### src/rtl/gene_segment_reader.sv
// Sweeps the padded gene memory and assembles one overlapping segment per
// processing unit, handing each to the unit array over valid/ready.
module gene_segment_reader #(
  parameter int unsigned ELEMENT_SIZE     = 4,
  parameter int unsigned CODON_MAX_LENGTH = 5,
  parameter int unsigned ELEMENT_COUNT    = 32,
  parameter int unsigned GENE_MEM_DEPTH   = 256,
  localparam int unsigned SEGMENT_SIZE          = ELEMENT_COUNT + (CODON_MAX_LENGTH - 1),
  localparam int unsigned GENE_MEM_DEPTH_PADDED = GENE_MEM_DEPTH + (CODON_MAX_LENGTH - 1),
  localparam int unsigned PROC_UNIT_COUNT       = GENE_MEM_DEPTH / ELEMENT_COUNT,
  localparam int unsigned ADDR_W                = $clog2(GENE_MEM_DEPTH_PADDED),
  localparam int unsigned UNIT_W                = $clog2(PROC_UNIT_COUNT),
  localparam int unsigned SEG_W                 = SEGMENT_SIZE * ELEMENT_SIZE
) (
  input  logic                    clk,
  input  logic                    rst_n,
  input  logic                    start,
  output logic                    busy,
  output logic                    done,
  output logic                    mem_rd_en,
  output logic [ADDR_W-1:0]       mem_addr,
  input  logic [ELEMENT_SIZE-1:0] mem_rd_data,
  output logic                    seg_valid,
  input  logic                    seg_ready,
  output logic [UNIT_W-1:0]       seg_unit,
  output logic [SEG_W-1:0]        seg_data
);

  localparam int unsigned IDX_W = $clog2(SEGMENT_SIZE);

  typedef enum logic [2:0] {IDLE, FETCH, WAIT, PRESENT, FINISH} state_t;

  state_t            state, state_d;
  logic [UNIT_W-1:0] unit, unit_d;
  logic [IDX_W-1:0]  idx, idx_d;
  logic [ADDR_W-1:0] addr_d;
  logic              pend_valid;
  logic [IDX_W-1:0]  pend_idx;

  // State plus outputs registered from their next-cycle values
  always_ff @(posedge clk or negedge rst_n) begin
    if (!rst_n) begin
      state     <= IDLE;
      unit      <= '0;
      idx       <= '0;
      busy      <= 1'b0;
      done      <= 1'b0;
      mem_rd_en <= 1'b0;
      mem_addr  <= '0;
      seg_valid <= 1'b0;
      seg_unit  <= '0;
    end else begin
      state     <= state_d;
      unit      <= unit_d;
      idx       <= idx_d;
      busy      <= (state_d != IDLE);
      done      <= (state_d == FINISH);
      mem_rd_en <= (state_d == FETCH);
      mem_addr  <= addr_d;
      seg_valid <= (state_d == PRESENT);
      seg_unit  <= unit_d;
    end
  end

  always_comb begin
    state_d = state;
    unit_d  = unit;
    idx_d   = idx;
    addr_d  = mem_addr;
    case (state)
      IDLE: begin
        if (start) begin
          state_d = FETCH;
          unit_d  = '0;
          idx_d   = '0;
        end
      end
      FETCH: begin
        if (idx == IDX_W'(SEGMENT_SIZE - 1)) state_d = WAIT;
        else                                  idx_d   = idx + 1'b1;
      end
      WAIT:    state_d = PRESENT;
      PRESENT: begin
        if (seg_valid && seg_ready) begin
          if (unit == UNIT_W'(PROC_UNIT_COUNT - 1)) begin
            state_d = FINISH;
          end else begin
            state_d = FETCH;
            unit_d  = unit + 1'b1;
            idx_d   = '0;
          end
        end
      end
      FINISH:  state_d = IDLE;
      default: state_d = IDLE;
    endcase
    if (state_d == FETCH)
      addr_d = ADDR_W'(unit_d) * ADDR_W'(ELEMENT_COUNT) + ADDR_W'(idx_d);
  end

  // Read data lands one cycle after the read; slot i is written the edge after that
  always_ff @(posedge clk or negedge rst_n) begin
    if (!rst_n) begin
      pend_valid <= 1'b0;
      pend_idx   <= '0;
      seg_data   <= '0;
    end else begin
      pend_valid <= mem_rd_en;
      pend_idx   <= idx;
      for (int s = 0; s < int'(SEGMENT_SIZE); s++) begin
        if (pend_valid && (pend_idx == IDX_W'(s)))
          seg_data[s*ELEMENT_SIZE +: ELEMENT_SIZE] <= mem_rd_data;
      end
    end
  end

endmodule

### config.mk
export PLATFORM = sky130hd
export DESIGN_NAME = gene_segment_reader
export DESIGN_NICKNAME = d
export VERILOG_FILES = /design/src/rtl/gene_segment_reader.sv
export SDC_FILE = /design/constraint.sdc
export NUM_CORES = 1
export LEC_CHECK = 0
export ABC_AREA = 1
export BUFFER_PORTS_ARGS = -buffer_cell sky130_fd_sc_hd__buf_4
export CORE_UTILIZATION = 50
export CTS_CLUSTER_DIAMETER = 120
export CTS_CLUSTER_SIZE = 14
export DETAILED_ROUTE_END_ITERATION = 8
export MAX_ROUTING_LAYER = met4
export PLACE_DENSITY = 0.79
export SLEW_MARGIN = 20
export SYNTH_ARGS = -nofsm -noshare
export SYNTH_HDL_FRONTEND = slang
export SYNTH_SLANG_ARGS = --single-unit
### constraint.sdc
create_clock -name clk -period 2.47 [get_ports clk]
set_input_delay 0.1235 -clock clk [delete_from_list [all_inputs] [get_ports clk]]
set_output_delay 0.1235 -clock clk [all_outputs]
set_load 0.05 [all_outputs]
==> results.txt <==
----------------------------------------------------
[Die]
  Die outline height ... 119 um
  Row count ... 42
  Number of top-level design ports ... 168
  Die area ... 14100 um2
  Die X ... 119 um
  Std-Cell Core Area ... 13200 um2
  Starting density of the core ... 51.4%

[Placed design]
  Weighted congestion at the end of routability-driven global placement ... 0.897
  Total of buffers placed on input and output ports ... 167
  Detailed-placement wirelength estimate ... 11300 um
  Worst setup timing slack at the placement stage ... 0.422 ns

[STA]
  Setup Total Neg Slack ... 0 ns
  Pin slew with the least headroom to its limit ... 0.658 ns
  RSZ-0062 raised after global routing ... no
  Setup-failing EPs final ... 0
  Worst-case headroom to the max-slew limit ... 56.1%
  Count of final hold-check violations ... 0
  Clock skew after layout ... 0.00624 ns
  Worst setup margin ... 0.426 ns
  Post-route clock period utilization ... 82.7%
  Final Max Slew Viols ... 0
  Fmax achieved ... 489 MHz
  Final worst path period need ... 2.04 ns
  Hold Worst Slack ... 0.115 ns

[Clocking]
  Clock slew seen by the registers of the worst setup and hold paths ... 0.06 ns
  Depth of the CTS H-tree ... 4
  Clock latency of the later-clocked register in the worst-skew pair ... 0.42 ns
  Number of buffers added for setup after CTS ... 0
  # clock sinks ... 176
  Number of CTS-inserted buffers ... 17
  Max Buffers Root-to-Sink ... 2
  Root buffer cell ... sky130_fd_sc_hd__clkbuf_16
  Clock tree from TritonCTS ... done

[Power and ir drop]
  Share of power burned in combinational logic ... 45.0%
  Sw Share ... 45.5%
  Switching pwr ... 0.00600 W
  Part of the total power dissipated in the clock network ... 22.2%
  Cell Int Power ... 0.00719 W
  Cell Pwr Density ... 1470 nW/um2
  VDD IR max ... 0.808 mV
  Leakage component of the power ... 4.64 nW
  Power share of the sequential group ... 32.8%

[Route]
  Final routed DRC violation total ... 0
  Routed wire length ... 16600 um
  Drt pass-1 iters ... 5
  Avg WL per Cell ... 16.0 um
  DRT iter0 DRCs ... 473
  DR vias ... 5327
  Antenna Nets Post-Route ... 0
  Detail-routed via count per cell ... 5.13

[GRT]
  Leftover overflow at the end of global routing ... 0
  Number of global-route vias before repair ... 5138
  Largest net degree at the start of global routing ... 73
  Initial antenna violation count ... 0
  Total Routing Usage GR ... 25.9%
  Global-route wire length before repair ... 27300 um

[Layout]
  Sequential standard cell area ... 4400 um2
  Most used cells in the layout excluding fill and tap cells ... sky130_fd_sc_hd__nand2_1 (199), sky130_fd_sc_hd__dfrtp_1 (176), sky130_fd_sc_hd__buf_4 (176)
  Share of final-layout standard cells stronger than drive strength 1 ... 29.5%
  Most common library cell in the layout ignoring fill and taps ... sky130_fd_sc_hd__nand2_1
  Diode count ... 0
  End-of-flow core utilization ... 67.8%
  Number of filler cells placed in the layout ... 1070
  Layout overhead on the synthesized area ... 31.9%
  Area of combinational cells with multiple inputs ... 2190 um2
  Total number of nets in the final design ... 862

[Run status]
  Status ... finished clean

[Critical path]
  Highest fanout seen on the critical path ... 4
  Setup crit end kind ... register
  Req. time, crit path ... 2.79 ns
  Worst path buffer plus inverter count ... 2
  Critical-path cell list ... ha_1 -> nand2_1 -> inv_1 -> o21ai_0 -> nand2_1 -> nor2_1 -> a21oi_1 -> ha_1 -> ha_1 -> inv_1 -> nand2_1 -> nand3_1 -> nand2_1
  Crit path arrival time ... 2.36 ns
  Most frequent cell on the critical path ... sky130_fd_sc_hd__nand2_1
  Slowest cell on crit path ... sky130_fd_sc_hd__dfrtp_1
  Critical path's largest stage delay ... 0.40 ns
  Family with the most delay on the worst path ... adder cells
  Worst-case register-to-register setup slack ... 0.43 ns
  Worst Setup Start Kind ... register
  Worst setup path category ... reg -> reg

[Job]
  Reported max-cap violation count ... 0

[Yosys]
  Number of distinct library cells after synthesis ... 27
  Post-Syn Nets ... 677
  Yosys reg bits ... 176
  Main area contributors after synthesis ... sky130_fd_sc_hd__dfrtp_1 (65%), sky130_fd_sc_hd__nand2_1 (11%), sky130_fd_sc_hd__o21ai_0 (7.4%), sky130_fd_sc_hd__nand2_4 (3.3%), sky130_fd_sc_hd__o21ai_1 (2.9%)
  Post-synthesis cell type with the largest combined area ... sky130_fd_sc_hd__dfrtp_1
  Post-Synthesis Cells ... 665
  Average footprint of a synthesized cell ... 10.2 um2
  Syn Std Cell Area ... 6810 um2
  Sequential cell area fraction in the yosys report ... 64.7%
  Total number of yosys warnings ... 0
  Share of the synthesized area in the top cell type ... 64.7%

[Min path]
  Min-delay worst type ... in -> reg

----------------------------------------------------
[final cells by class]
type	instances	area share [%]
sequential	176	49.1
multi-input combinational	441	24.4
timing repair buffer	180	15.4
clock buffer	18	4.89
tap	176	2.45
clock inverter	13	2.34
inverter	34	1.48
[power by group through the flow]
stage / Combinational [W] / Clock (W) / Sequential (W)
after floorplan: 0.00137 / 0 / 0.00702
after global placement: 0.00587 / 0 / 0.00433
after detailed placement: 0.00596 / 0 / 0.00435
after CTS: 0.00598 / 0.00297 / 0.00432
after global routing: 0.00630 / 0.00310 / 0.00442
final: 0.00594 / 0.00293 / 0.00432
[cell usage after synthesis (all sizes together)]
library cell and number:
nor3 4, o211ai 1, a31oi 1, clkbuf 12, a21oi 6, clkinv 1
nand3b 2, ha 4, nand3 13, inv 33, o21ai 150, or2 2
nand2 219, nand4 2, dfrtp 176, buf 2, o31ai 1, nor2 36
[cell families (layout without fill, tap and decap cells)]
| logic type | Yosys count | in the layout | share of synthesized area, % |
|---|---|---|---|
| AND/OR/NAND/NOR | 278 | 278 | 19.1 |
| buffers and inverters | 48 | 245 | 3.12 |
| flip-flops | 176 | 176 | 64.7 |
| AO/OA/AOI/OAI | 159 | 159 | 12.3 |
| adder cells (fa/ha/maj) | 4 | 4 | 0.735 |
[worst register-to-register path, stage by stage, from the launching register on]
cell                      delay, ns
sky130_fd_sc_hd__dfrtp_1       0.40
sky130_fd_sc_hd__ha_1          0.23
sky130_fd_sc_hd__nand2_1       0.12
sky130_fd_sc_hd__inv_1         0.06
sky130_fd_sc_hd__o21ai_0       0.14
sky130_fd_sc_hd__nand2_1       0.13
sky130_fd_sc_hd__nor2_1        0.12
sky130_fd_sc_hd__a21oi_1       0.10
sky130_fd_sc_hd__ha_1          0.22
sky130_fd_sc_hd__ha_1          0.19
sky130_fd_sc_hd__inv_1         0.05
sky130_fd_sc_hd__nand2_1       0.04
sky130_fd_sc_hd__nand3_1       0.07
sky130_fd_sc_hd__nand2_1       0.05
[flip-flops by register name (all words and copies together) (netlist names)]
signal      cells
seg_data      144
mem_addr        9
idx             6
pend_idx        6
state           3
unit            3
busy            1
done            1
mem_rd_en       1
pend_valid      1
seg_valid       1
[path summary, 6_finish.rpt]
kind / startpoint / to / cells after the start
setup / recovery: unit[0] / mem_addr[7] / 13
hold reg to reg: mem_rd_en / pend_valid / 0
setup reg to reg: unit[0] / mem_addr[7] / 13
hold / removal: seg_ready / done / 3
min in group asynchronous: rst_n / seg_data[135] / 2
max in group asynchronous: rst_n / seg_data[28] / 3
[through the flow]
stage                     total power, W  cells  area (um2)
after floorplan                  0.00839    665        6810
after global placement            0.0102   1006        8320
after detailed placement          0.0103   1006        8320
after CTS                         0.0133   1038        8980
after global routing              0.0138   1038        8980
final                             0.0132   1038        8980
[metal layers]
metal / part of all wire (%) / up-vias / track usage (%)
met5: 0 / - / -
met4: 2.3 / 0 / 10.2
met3: 5.5 / 34 / 5.94
met2: 48 / 171 / 39.9
met1: 44 / 2574 / 33.3
li1: - / 2548 / -
[timing repair]
| item | in CTS | in global routing |
|---|---|---|
| hold endpoints to repair | 67 | 0 |
| gates resized for setup | 0 | 0 |
| hold buffers | 1 | 0 |
| setup endpoints to repair | 0 | 0 |
No activity file was read; power rests on OpenSTA's default activity.
